$ cat src/rtl/rst_sequencer.sv
// -----------------------------------------------------------------------------
// rst_sequencer
//   Reset manager for the FPGA top level. It holds the system in reset for a
//   stretch period after power-on or any later reset trigger, then releases
//   N_RST reset domains one after another, STAGGER cycles apart. The following
//   triggers restart the sequence:
//     - a debounced pushbutton (level trigger: holding it keeps reset asserted)
//     - a software reset request (rising edge)
//     - a CPU trap (rising edge, only when built with TRAP_RST_EN)
//   The cause of the most recent reset is kept in rst_cause.
//
//   Optional feature macro: TRAP_RST_EN
//     defined   : a rising edge on trap triggers a reset and sets rst_cause[3]
//     undefined : trap is ignored, its edge logic is not built, rst_cause[3]=0
//
// Ports
//   clk         in   1      system clock
//   rst_n       in   1      asynchronous active-low board reset (power-on)
//   btn_rst     in   1      raw pushbutton, asynchronous to clk, active-high
//   sw_rst_req  in   1      software reset request, synchronous, edge-triggered
//   trap        in   1      CPU trap, synchronous, edge-triggered
//   rst_out     out  N_RST  active-high resets, bit 0 released first
//   rst_done    out  1      high once every rst_out bit is released
//   rst_cause   out  4      {trap, sw, btn, por} cause(s) of the last reset
// -----------------------------------------------------------------------------
module rst_sequencer #(
  parameter int unsigned          N_RST     = 2,
  parameter int unsigned          STRETCH_W = 16,
  parameter logic [STRETCH_W-1:0] STRETCH   = 16'hFFFF,
  parameter int unsigned          STAGGER   = 16,
  parameter int unsigned          DEB_W     = 16,
  parameter logic [DEB_W-1:0]     DEB       = 16'hFFFF
) (
  input  logic             clk,
  input  logic             rst_n,
  input  logic             btn_rst,
  input  logic             sw_rst_req,
  input  logic             trap,
  output logic [N_RST-1:0] rst_out,
  output logic             rst_done,
  output logic [3:0]       rst_cause
);

  // The stagger counter is reloaded with STAGGER-1 so that consecutive
  // releases are exactly STAGGER edges apart (the zero cycle is the release).
  localparam logic [STRETCH_W-1:0] STAGGER_RELOAD = STRETCH_W'(STAGGER - 1);

  typedef enum logic [1:0] {
    ST_ASSERT  = 2'd0,
    ST_RELEASE = 2'd1,
    ST_RUN     = 2'd2
  } state_t;

  // ---------------------------------------------------------------------------
  // Button path: two-flop synchroniser followed by a saturating debounce
  // counter. The counter restarts on any low sample, so a bounce restarts the
  // debounce window.
  // ---------------------------------------------------------------------------
  logic             btn_meta;
  logic             btn_sync;
  logic [DEB_W-1:0] deb_cnt;
  logic             btn_deb;

  always_ff @(posedge clk or negedge rst_n) begin
    if (!rst_n) begin
      btn_meta <= 1'b0;
      btn_sync <= 1'b0;
    end else begin
      btn_meta <= btn_rst;
      btn_sync <= btn_meta;
    end
  end

  always_ff @(posedge clk or negedge rst_n) begin
    if (!rst_n) begin
      deb_cnt <= '0;
    end else if (!btn_sync) begin
      deb_cnt <= '0;
    end else if (deb_cnt != DEB) begin
      deb_cnt <= deb_cnt + DEB_W'(1);
    end
  end

  // Level trigger: stays high as long as the button stays pressed, which keeps
  // reloading the stretch counter.
  assign btn_deb = (deb_cnt == DEB);

  // ---------------------------------------------------------------------------
  // Software request: one-cycle pulse on the rising edge only, so a request
  // held high for many cycles triggers a single reset.
  // ---------------------------------------------------------------------------
  logic sw_d;
  logic sw_edge;

  always_ff @(posedge clk or negedge rst_n) begin
    if (!rst_n) begin
      sw_d <= 1'b0;
    end else begin
      sw_d <= sw_rst_req;
    end
  end

  assign sw_edge = sw_rst_req & ~sw_d;

  // ---------------------------------------------------------------------------
  // Trap request, same rising-edge detection as the software request.
  // ---------------------------------------------------------------------------
  logic trap_edge;

`ifdef TRAP_RST_EN
  logic trap_d;

  always_ff @(posedge clk or negedge rst_n) begin
    if (!rst_n) begin
      trap_d <= 1'b0;
    end else begin
      trap_d <= trap;
    end
  end

  assign trap_edge = trap & ~trap_d;
`else
  logic unused_trap;

  assign unused_trap = trap;
  assign trap_edge   = 1'b0;
`endif

  // Cause bit layout is {trap, sw, btn, por}; por never comes from a trigger.
  logic [3:0] trig_bits;
  logic       trig;

  assign trig_bits = {trap_edge, sw_edge, btn_deb, 1'b0};
  assign trig      = |trig_bits;

  // ---------------------------------------------------------------------------
  // Sequencer state
  // ---------------------------------------------------------------------------
  state_t                state_q;
  state_t                state_d;
  logic [STRETCH_W-1:0]  cnt_q;
  logic [STRETCH_W-1:0]  cnt_d;
  logic [N_RST-1:0]      out_q;
  logic [N_RST-1:0]      out_d;
  logic                  done_q;
  logic                  done_d;
  logic [3:0]            cause_q;
  logic [3:0]            cause_d;
  logic [N_RST-1:0]      out_released;

  // Outputs are released strictly from bit 0 upward, so the still-asserted
  // bits always form a contiguous block at the top. Clearing the lowest set
  // bit therefore releases the next domain without needing a separate index.
  assign out_released = out_q & (out_q - N_RST'(1));

  always_ff @(posedge clk or negedge rst_n) begin
    if (!rst_n) begin
      state_q <= ST_ASSERT;
      cnt_q   <= STRETCH;
      out_q   <= '1;
      done_q  <= 1'b0;
      cause_q <= 4'b0001;
    end else begin
      state_q <= state_d;
      cnt_q   <= cnt_d;
      out_q   <= out_d;
      done_q  <= done_d;
      cause_q <= cause_d;
    end
  end

  // Next-state logic. A trigger always wins over counting or releasing.
  // Inside ASSERT, new causes accumulate; once the sequence has started
  // releasing (or is running), a trigger restarts it and replaces the cause.
  always_comb begin
    state_d = state_q;
    cnt_d   = cnt_q;
    out_d   = out_q;
    done_d  = done_q;
    cause_d = cause_q;

    unique case (state_q)
      ST_ASSERT: begin
        out_d  = '1;
        done_d = 1'b0;
        if (trig) begin
          cnt_d   = STRETCH;
          cause_d = cause_q | trig_bits;
        end else if (cnt_q != '0) begin
          cnt_d = cnt_q - STRETCH_W'(1);
        end else begin
          out_d = out_released;
          cnt_d = STAGGER_RELOAD;
          // With a single output the first release is also the last one.
          if (out_released == '0) begin
            state_d = ST_RUN;
            done_d  = 1'b1;
          end else begin
            state_d = ST_RELEASE;
          end
        end
      end

      ST_RELEASE: begin
        if (trig) begin
          state_d = ST_ASSERT;
          cnt_d   = STRETCH;
          out_d   = '1;
          done_d  = 1'b0;
          cause_d = trig_bits;
        end else if (cnt_q != '0) begin
          cnt_d = cnt_q - STRETCH_W'(1);
        end else begin
          out_d = out_released;
          cnt_d = STAGGER_RELOAD;
          if (out_released == '0) begin
            state_d = ST_RUN;
            done_d  = 1'b1;
          end
        end
      end

      ST_RUN: begin
        if (trig) begin
          state_d = ST_ASSERT;
          cnt_d   = STRETCH;
          out_d   = '1;
          done_d  = 1'b0;
          cause_d = trig_bits;
        end
      end

      default: begin
        state_d = ST_ASSERT;
        cnt_d   = STRETCH;
        out_d   = '1;
        done_d  = 1'b0;
      end
    endcase
  end

  assign rst_out   = out_q;
  assign rst_done  = done_q;
  assign rst_cause = cause_q;

endmodule

$ cat config.mk
export PLATFORM = sky130hd
export DESIGN_NAME = rst_sequencer
export DESIGN_NICKNAME = d
export VERILOG_FILES = /design/src/rtl/rst_sequencer.sv
export SDC_FILE = /design/constraint.sdc
export NUM_CORES = 1
export LEC_CHECK = 0
export ABC_AREA = 0
export BUFFER_PORTS_ARGS = -buffer_cell sky130_fd_sc_hd__buf_2
export CORE_MARGIN = 4
export CORE_UTILIZATION = 30
export CTS_CLUSTER_DIAMETER = 150
export CTS_CLUSTER_SIZE = 24
export DETAILED_ROUTE_END_ITERATION = 8
export GPL_ROUTABILITY_DRIVEN = 1
export SYNTH_ARGS = -nofsm -noshare
export SYNTH_HDL_FRONTEND = slang
export SYNTH_SLANG_ARGS = --single-unit
$ cat constraint.sdc
create_clock -name clk -period 4.92 [get_ports clk]
set_input_delay 0.984 -clock clk [delete_from_list [all_inputs] [get_ports clk]]
set_output_delay 0.984 -clock clk [all_outputs]
set_load 0.02 [all_outputs]
==> flow_metrics.py <==
metrics = {
    "detailed_routing": {
        "routed_wl_mm": 5.143,
        "post_drt_via_cell_ratio": 5.292,
        "drt_iter0_markers": 111,
        "vias": 1995,
        "drcViolationCount": 0,
        "antenna_left": 0,
        "routedWlPerCell_um": 13.64,
        "first_pass_iters": 5,
    },
    "synth": {
        "synth_edf_count": 0,
        "synth_warnings": 0,
        "syn_area_per_cell_um2": 9.214,
        "synth.distinct_cells": 51,
        "async_reset_ff_share_pct": 100.0,
        "netlist_instances": 272,
        "yosysTopAreaCell": "dfrtp_1",
        "synth_area_leaders": "dfrtp_1 24%, dfstp_2 20%, nor2_1 4.3%",
        "synthFlopType": "dfrtp_1",
        "synth_top_area_share_pct": 23.96,
        "synth-seq-cells": 43,
        "synth_fp_nets": 284,
        "ys_seq_area_share_pct": 43.88,
        "syn_area_um2": 2506,
    },
    "placement": {
        "io_buffers": 9,
        "hpwl_mm": 3.390,
        "gp_congestion": 0.7774,
        "placed_cell_area_um2": 2595,
    },
    "critical_path": {
        "cp-end-kind": "flip-flop",
        "cp.arrival_ns": 2.86,
        "crit_required_ns": 5.12,
        "worstPathMaxFanout": 16,
        "rr_worst_depth": 5,
        "cp-start-kind": "flip-flop",
        "worstSetupPathType": "flip-flop to flip-flop",
    },
    "timing": {
        "hold_viol_final": 0,
        "fin_skew_ns": 0.01710,
        "relSlewSlack_pct": 32.00,
        "min_period_ns": 2.654,
        "rsz0062_at_grt": "false",
        "max_freq_ghz": 0.3768,
        "fin_tns_setup_ns": 0,
        "tightest_slew_ns": 1.016,
        "maxSlewViolCount": 0,
        "period_share_pct": 53.94,
        "setup_violations": 0,
    },
    "finish": {
        "syn2layout_area_growth_pct": 7.538,
        "finalInstanceArea_um2": 2695,
        "nets": 283,
        "final_cell_mix": "29 x nor2_1, 24 x dfrtp_1, 19 x dfstp_2, 17 x o21ai_0",
        "final_common_cell": "nor2_1",
        "drive_above_1_share_pct": 16.18,
        "diodes": 0,
    },
    "global_route": {
        "grt_pass1_wl_mm": 9.218,
        "grt_pass1_vias": 2044,
        "grt_max_degree": 44,
        "grt-ovfl-total": 0,
        "antenna_found_initial": 0,
        "grtUsageTotal_pct": 11.06,
    },
    "clocking": {
        "cts_made_buffers": 5,
        "cts_buffer_depth": 2,
        "h-tree-depth": 2,
        "hold_buffers": 0,
        "clock_latency_ns": 0.29,
        "clk_pin_slew_worst_paths_ns": 0.08,
        "cts-resized-gates": 0,
        "numClockSinks": 43,
        "cts_tree": "yes",
        "cts-root-buf": "clkbuf_8",
        "cts_setup_buffers": 0,
    },
    "floorplanning": {
        "rows": 33,
        "ios": 12,
        "fp.dieArea_um2": 9880,
        "fp.dieW_um": 99.40,
        "core_um2": 8175,
        "die_h_um": 99.40,
        "initial_core_util_pct": 30.66,
    },
    "hold_path": {
        "hold_path_depth": 0,
        "hold_path_class": "flip-flop to flip-flop",
    },
    "pwr": {
        "p_leak_nw": 1.029,
        "peakVddDrop_mv": 0.1129,
        "powerDensity_nw_per_um2": 258.7,
    },
    "status": {
        "status": "complete, no violations",
    },
    "run": {
        "maxCapViolations": 0,
    },
}
-- sequential cells by signal, summed over array words and instances (netlist names) --
register   flops
rst_cause      3
state_q        2
deb_cnt       16
btn_meta       1
rst_out        2
btn_sync       1
rst_done       1
cnt_q         16
sw_d           1
-- power by group --
| part | internal [mW] | switching (mW) | total [mW] |
|---|---|---|---|
| Combinational | 0.0218 | 0.0363 | 0.0581 |
| Clock | 0.128 | 0.117 | 0.245 |
| Sequential | 0.377 | 0.0172 | 0.394 |
-- cells by family (layout without fill, tap and decap cells) --
family | Yosys count | in the layout | share of synthesized area (%)
adder cells (fa/ha/maj) | 7 | 7 | 3.495
AND/OR/NAND/NOR | 109 | 109 | 23.71
other | 1 | 1 | 0.1496
AO/OA/AOI/OAI | 65 | 65 | 17.17
flip-flops | 43 | 43 | 43.88
multiplexers | 4 | 4 | 1.598
buffers and inverters | 30 | 30 | 5.442
XOR/XNOR | 13 | 13 | 4.543
-- worst max-delay path, cell delays in order, from the launching register on --
cell,delay (ns)
dfstp_2,0.40
nor4_1,0.36
and4_1,0.60
nand2_1,0.50
or4_1,0.62
o21ai_0,0.09
-- final timing paths --
kind                       slack (ns)       from           to
setup / recovery                 2.27  cnt_q[12]   state_q[0]
hold / removal                   0.35   btn_meta     btn_sync
setup reg to reg                 2.27  cnt_q[12]   state_q[0]
hold reg to reg                  0.35   btn_meta     btn_sync
max in group asynchronous        3.48      rst_n     rst_done
min in group asynchronous        0.85      rst_n  deb_cnt[14]
-- per-layer routing --
layer	up-vias	wire length [um]	global-route usage [%]	share of wire, %
li1	995	-	-	-
met1	962	2433	14.11	47
met2	34	2511	18.96	49
met3	4	135	1.543	2.6
met4	0	63	4.202	1.2
met5	-	0	0	0
-- cell type report --
class	instances	area [um2]
well taps	105	131.4
clock buffers	8	100.1
fillers	861	5480
inverters	13	48.80
multi-input cells	199	1270
repair buffers	9	45.04
flip-flops and latches	43	1100
-- metrics by stage --
step / std cells / power (mW) / util (%) / hold slack (ns) / setup WS, ns
CTS: 377 / 0.7087 / 32.97 / 0.3583 / 2.282
global placement: 369 / 0.4583 / 31.74 / 0.3330 / 2.289
finish: 377 / 0.6972 / 32.97 / 0.3533 / 2.266
detailed placement: 369 / 0.4592 / 31.74 / 0.3395 / 2.331
floorplan: 272 / 0.4383 / - / 0.3312 / 2.884
global route: 377 / 0.7315 / 32.97 / 0.3740 / 2.079
-- synth_stat cells, drive strengths merged, types with 2 or more instances --
library cell,count
a22oi,2
a31oi,7
o211ai,7
a21boi,2
nand2,11
buf,7
and3,4
o31ai,2
xor2,9
a221o,2
clkbuf,10
nor4,8
or2,4
o31a,4
ha,7
nor2,29
or3,4
nand3,11
and2,4
mux2i,4
and4,3
dfrtp,24
nand4,12
dfstp,19
a21oi,13
nor3,9
nand2b,2
or4,3
o21ai,17
o221ai,5
inv,13
xnor2,4
(Power assumes the default switching activity.)
